<file path="src/rtl/cla_pkg.sv">
// Shared definitions for the carry-lookahead adder family: slice width,
// sequencer state encoding and the slice-index width helper.
package cla_pkg;

  localparam int SLICE_W = 16;

  typedef enum logic [1:0] {
    IDLE = 2'd0,
    RUN  = 2'd1,
    DONE = 2'd2
  } state_t;

  // Index register width for a given slice count; never narrower than one bit.
  function automatic int idx_width(input int nslice);
    return (nslice > 1) ? $clog2(nslice) : 1;
  endfunction

endpackage

</file>
<file path="src/rtl/cla16.sv">
// 16-bit two-level carry-lookahead adder: four 4-bit groups with group
// propagate/generate feeding a second lookahead level.
module cla16 (
  input  logic [15:0] a,
  input  logic [15:0] b,
  input  logic        cin,
  output logic [15:0] s,
  output logic        c,
  output logic        p,
  output logic        g
);

  logic [15:0] bp;
  logic [15:0] bg;
  logic [15:0] bc;
  logic [3:0]  gp;
  logic [3:0]  gg;
  logic [4:0]  gc;

  always_comb begin
    bp = a ^ b;
    bg = a & b;
    bc = '0;
    for (int k = 0; k < 4; k++) begin
      gp[k] = &bp[4*k +: 4];
      gg[k] = bg[4*k+3]
            | (bp[4*k+3] & bg[4*k+2])
            | (bp[4*k+3] & bp[4*k+2] & bg[4*k+1])
            | (bp[4*k+3] & bp[4*k+2] & bp[4*k+1] & bg[4*k]);
    end

    gc[0] = cin;
    gc[1] = gg[0] | (gp[0] & cin);
    gc[2] = gg[1] | (gp[1] & gg[0]) | (gp[1] & gp[0] & cin);
    gc[3] = gg[2] | (gp[2] & gg[1]) | (gp[2] & gp[1] & gg[0])
          | (gp[2] & gp[1] & gp[0] & cin);
    gc[4] = gg[3] | (gp[3] & gg[2]) | (gp[3] & gp[2] & gg[1])
          | (gp[3] & gp[2] & gp[1] & gg[0])
          | (gp[3] & gp[2] & gp[1] & gp[0] & cin);

    // Bit carries inside each group are expanded from the group carry-in.
    for (int k = 0; k < 4; k++) begin
      bc[4*k]   = gc[k];
      bc[4*k+1] = bg[4*k] | (bp[4*k] & gc[k]);
      bc[4*k+2] = bg[4*k+1] | (bp[4*k+1] & bg[4*k])
                | (bp[4*k+1] & bp[4*k] & gc[k]);
      bc[4*k+3] = bg[4*k+2] | (bp[4*k+2] & bg[4*k+1])
                | (bp[4*k+2] & bp[4*k+1] & bg[4*k])
                | (bp[4*k+2] & bp[4*k+1] & bp[4*k] & gc[k]);
    end

    s = bp ^ bc;
    c = gc[4];
    p = &gp;
    g = gg[3] | (gp[3] & gg[2]) | (gp[3] & gp[2] & gg[1])
      | (gp[3] & gp[2] & gp[1] & gg[0]);
  end

endmodule

</file>
<file path="src/rtl/cla_seq_adder.sv">
// Multi-cycle WIDTH-bit add/subtract that streams 16-bit slices, LSB first,
// through a single cla16 and registers the inter-slice carry.
module cla_seq_adder
  import cla_pkg::*;
#(
  parameter int WIDTH = 64
) (
  input  logic             clk,
  input  logic             rst_n,
  input  logic             in_valid,
  output logic             in_ready,
  input  logic [WIDTH-1:0] a,
  input  logic [WIDTH-1:0] b,
  input  logic             cin,
  input  logic             sub,
  output logic             out_valid,
  input  logic             out_ready,
  output logic [WIDTH-1:0] sum,
  output logic             cout,
  output logic             ovf
);

  localparam int NSLICE = WIDTH / SLICE_W;
  localparam int IDX_W  = idx_width(NSLICE);
  localparam logic [IDX_W-1:0] LAST_IDX = IDX_W'(NSLICE - 1);

  state_t             state;
  logic [IDX_W-1:0]   idx;
  logic               carry_r;
  logic [WIDTH-1:0]   a_r;
  logic [WIDTH-1:0]   b_r;

  logic [SLICE_W-1:0] cla_a;
  logic [SLICE_W-1:0] cla_b;
  logic [SLICE_W-1:0] cla_s;
  logic               cla_c;
  logic               cla_p_unused;
  logic               cla_g_unused;

  assign cla_a = a_r[SLICE_W*idx +: SLICE_W];
  assign cla_b = b_r[SLICE_W*idx +: SLICE_W];

  cla16 u_cla16 (
    .a   (cla_a),
    .b   (cla_b),
    .cin (carry_r),
    .s   (cla_s),
    .c   (cla_c),
    .p   (cla_p_unused),
    .g   (cla_g_unused)
  );

  // Handshakes: a transfer happens on a rising edge where valid and ready are
  // both high. The producer holds its payload until then; in_ready is high
  // only in IDLE and out_valid only in DONE, where sum/cout/ovf stay frozen.
  always_ff @(posedge clk or negedge rst_n) begin
    if (!rst_n) begin
      state     <= IDLE;
      in_ready  <= 1'b1;
      out_valid <= 1'b0;
      sum       <= '0;
      cout      <= 1'b0;
      ovf       <= 1'b0;
      idx       <= '0;
      carry_r   <= 1'b0;
      a_r       <= '0;
      b_r       <= '0;
    end else begin
      case (state)
        IDLE: begin
          if (in_valid && in_ready) begin
            a_r      <= a;
            b_r      <= sub ? ~b : b;
            carry_r  <= sub | cin;
            idx      <= '0;
            in_ready <= 1'b0;
            state    <= RUN;
          end
        end
        RUN: begin
          sum[SLICE_W*idx +: SLICE_W] <= cla_s;
          carry_r <= cla_c;
          idx     <= idx + 1'b1;
          if (idx == LAST_IDX) begin
            // The top slice is in flight, so cla_s[MSB] is the final sum MSB.
            cout      <= cla_c;
            ovf       <= (a_r[WIDTH-1] == b_r[WIDTH-1]) &&
                         (cla_s[SLICE_W-1] != a_r[WIDTH-1]);
            out_valid <= 1'b1;
            state     <= DONE;
          end
        end
        DONE: begin
          if (out_ready) begin
            out_valid <= 1'b0;
            in_ready  <= 1'b1;
            state     <= IDLE;
          end
        end
        default: begin
          out_valid <= 1'b0;
          in_ready  <= 1'b1;
          state     <= IDLE;
        end
      endcase
    end
  end

endmodule

</file>
<file path="config.mk">
export PLATFORM = sky130hd
export DESIGN_NAME = cla_seq_adder
export DESIGN_NICKNAME = d
export VERILOG_FILES = /design/src/rtl/cla_pkg.sv /design/src/rtl/cla16.sv /design/src/rtl/cla_seq_adder.sv
export SDC_FILE = /design/constraint.sdc
export NUM_CORES = 1
export LEC_CHECK = 0
export ABC_AREA = 1
export BUFFER_PORTS_ARGS = -buffer_cell sky130_fd_sc_hd__buf_2
export CORE_MARGIN = 2
export CORE_UTILIZATION = 55
export DETAILED_ROUTE_END_ITERATION = 8
export GPL_TIMING_DRIVEN = 0
export PLACE_DENSITY_LB_ADDON = 0.1
export SETUP_SLACK_MARGIN = 0.3
export SYNTH_ARGS = -nofsm -noshare
export SYNTH_HDL_FRONTEND = slang
export SYNTH_SLANG_ARGS = --single-unit
</file>
<file path="constraint.sdc">
create_clock -name clk -period 3.4 [get_ports clk]
set_clock_uncertainty 0.05 [all_clocks]
set_input_delay 0.17 -clock clk [delete_from_list [all_inputs] [get_ports clk]]
set_output_delay 0.17 -clock clk [all_outputs]
set_load 0.005 [all_outputs]
</file>
==> summary.md <==
| Metric | Value |
|---|---|
| GRT Util Overall | `0.347` |
| Slew Viols, Final | `0` |
| Fmax | `323 MHz` |
| R2R setup slack | `approximately 300 ps` |
| Reg-to-Reg Start | `idx[1]` |
| Grt ovf | `0` |
| CP Capture Type | `register` |
| CP delay by family, top | `compound AO/OA/AOI/OAI gates` |
| Peak supply drop | `0.613 mV` |
| Synth warn | `0` |
| Worst min-delay path class | `input pin to register` |
| Placer Congestion | `approximately 0.90` |
| Status | `completed` |
| Final ANT Viol Nets | `0` |
| Setup tns final | `0 ps` |
| CP startpoint kind | `register` |
| Width of the die | `roughly 140 µm` |
| Post-synth top area share | `0.510` |
| Final instance area | `between 10000 and 15000 µm²` |
| Syn Inst Count | `around 1200` |
| Post-synth top cells | `413 x nand2_1, 200 x dfrtp_1, 141 x o21ai_0` |
| DP Worst Slack | `-592 ps` |
| Buf/Inv on CP | `2` |
| Non-Filler Instances | `roughly 1800` |
| Post-route worst setup slack | `slightly above 300 ps` |
| Async set-reset flop share out of synthesis | `1.00` |
| Worst Setup EP | `sum[45]` |
| R2R cell count | `14` |
| Slew @ Worst Pin | `just under 700 ps` |
| Share of cells above drive strength 1 | `0.236` |
| Largest area contributor in the netlist | `dfrtp_1` |
| Critical Path AT | `approximately 3400 ps` |
| Skew-Pair Late Insertion Delay | `a little over 500 ps` |
| First-pass GRT wire length | `between 40 and 50 mm` |
| Critical path fanouts, max | `10` |
| Via Count | `about 9900` |
| Area delta synth->final | `40.7%` |
| CTS buffer count | `21` |
| Vias/cell | `roughly 5.6` |
| Slowest CP cell | `dfrtp_2` |
| Drt wl/cell | `18.8 µm` |
| Post-synth cell types | `37` |
| Die ar. | `approximately 19000 µm²` |
| Clock root buffer | `clkbuf_16` |
| Post-synth top flop | `dfrtp_1` |
| Vias in the first global route | `9566` |
| Cell Count Post-Placement | `1593` |
| Fin Hold WS | `around 65 ps` |
| Period Utilization, post-route | `0.911` |
| Core Box Area | `approximately 17000 µm²` |
| Number of synthesized flops with an enable pin | `0` |
| Nets | `approximately 1700` |
| H-tree Lvls | `1` |
| Syn Nets | `around 1300` |
| Clock sink total | `roughly 200` |
| Sequential fraction of the synthesis area | `0.513` |
| I/O Buffers | `200` |
| Clock-pin slew of the registers on the worst-case setup and hold paths | `60 ps` |
| Max-cap violations | `0` |
| Row cnt | `48` |
| DP Area | `around 11000 µm²` |
| Critical path type | `register to register` |
| Largest net degree at the start of global routing | `between 100 and 150` |
| Relative slew slack | `0.537` |
| Mapped Avg Cell Area | `8.40 µm²` |
| Die H | `~140 µm` |
| DR iter-0 viols | `roughly 970` |
| Critical Path Stages | `14` |
| CP required | `~3700 ps` |
| Delay of the slowest critical-path stage | `~500 ps` |
| Count leader, synth | `nand2_1` |
| N_diodes | `0` |
| Final setup fails | `0` |
| Crit Reg-Reg Endpoint | `sum[45]` |
| Antenna violations before repair | `0` |
| Starting Density | `0.565` |
| Area contributors post-synth | `dfrtp_1 51%, nand2_1 16%, o21ai_0 7.2%` |
| Final min period | `between 3000 and 4000 ps` |
| Pwr per Cell Area | `about 1100 nW/µm²` |
| RSZ-0062 raised after global routing | `yes` |
| CTS tree | `yes` |
| Post-Route WL | `33.5 mm` |
| Final hold vios | `0` |
| Pre-Repair DR Iteration Count | `7` |
| CTS max path bufs | `3` |
| HPWL after DPL | `approximately 21 mm` |
| I/O pin cnt | `202` |
| Pleak | `about 0.0070 µW` |
| DRC Markers | `0` |
| Register bit total from synthesis | `201` |
| Synthesized cell area | `about 9800 µm²` |
| CP cell instances | `buf_2 -> o21ai_0 -> o22ai_2 -> ha_4 -> nand2_2 -> inv_1 -> nand2_1 -> nand2_1 -> a21oi_2 -> nand2_2 -> fa_2 -> xnor2_4 -> nor2_4 -> a22o_1` |
| Crit path from | `idx[1]` |
layout by cell type, fill, tap and decap left out, drive strengths merged, types with 2 or more instances in the layout:
master,n
o21ai,158
a31oi,2
a21oi,7
ha,22
clkbuf,64
nor3,2
nand3,23
dlygate4sd3,131
inv,48
buf,254
nand4,9
a22o,8
xnor2,66
dfrtp,200
a32oi,2
xor2,3
nor2,82
or2,2
o21bai,3
nand2,418
a32o,3
fa,4
o22ai,32
metal layers:
layer	GRT usage	routed length, µm
met4	0.125	1180
met2	0.601	16700
met3	0.0430	2330
met1	0.448	13300
met5	0	0
kinds of logic after synthesis:
kind of cell,after synthesis,share of synthesized area
AOI/OAI and AO/OA,217,0.122
xor gates and xnor gates,69,0.0616
adders and majority gates,26,0.0362
buffers and inverters,114,0.0468
DFF,201,0.513
and+or+nand+nor,540,0.221
power by group:
group | internal [µW] | switching (µW)
clock | 1370 | 958
sequential | 3360 | 662
combinational | 3330 | 4920
sequential cells by signal (all words and copies together) (netlist names):
register   flops
out_valid      1
b_r           64
a_r           64
sum           64
cout           1
idx            2
ovf            1
carry_r        1
state          2
in_ready       1
worst register-to-register path, delay by kind of cell (launching register included):
family / cells / cell delay (ps)
buffers and inverters: 2 / 340
DFF: 1 / 500
adders and majority gates: 2 / 670
AOI/OAI and AO/OA: 4 / 850
xor gates and xnor gates: 1 / 240
and+or+nand+nor: 5 / 350
area by class of cell:
class | instances | area, µm²
Fill cell | 1140 | 3550
Timing Repair Buffer | 348 | 2470
Clock buffer | 33 | 641
Tap cell | 225 | 282
Sequential cell | 201 | 5030
Inverter | 46 | 178
Multi-Input combinational cell | 852 | 4680
Clock inverter | 4 | 52.6
Buffer | 68 | 459
timing repair:
action	CTS	global route
hold buffers	131	0
hold endpoints to repair	214	0
cloned	1	1
gates resized for setup	89	65
endpoints found under the setup margin	52	26
pin swaps	15	29
setup buffers	5	9
how the worst min path moves through the flow:
stage,start,end,slack (ps),depth (start not counted)
CTS,in_valid,in_ready,50,4
global route,in_valid,in_ready,90,4
floorplan,rst_n,a_r[0],-180,0
global placement,a[8],a_r[8],320,3
detailed placement,rst_n,out_valid,160,1
finish,in_valid,in_ready,70,4
metrics by stage:
stage	utilization	total power, µW
6_report	0.795	14600
5_1_grt	0.795	15500
4_1_cts	0.778	13500
3_5_place_dp	0.641	10300
3_3_place_gp	0.639	10100
2_1_floorplan	-	8070
(Power assumes the default switching activity.)
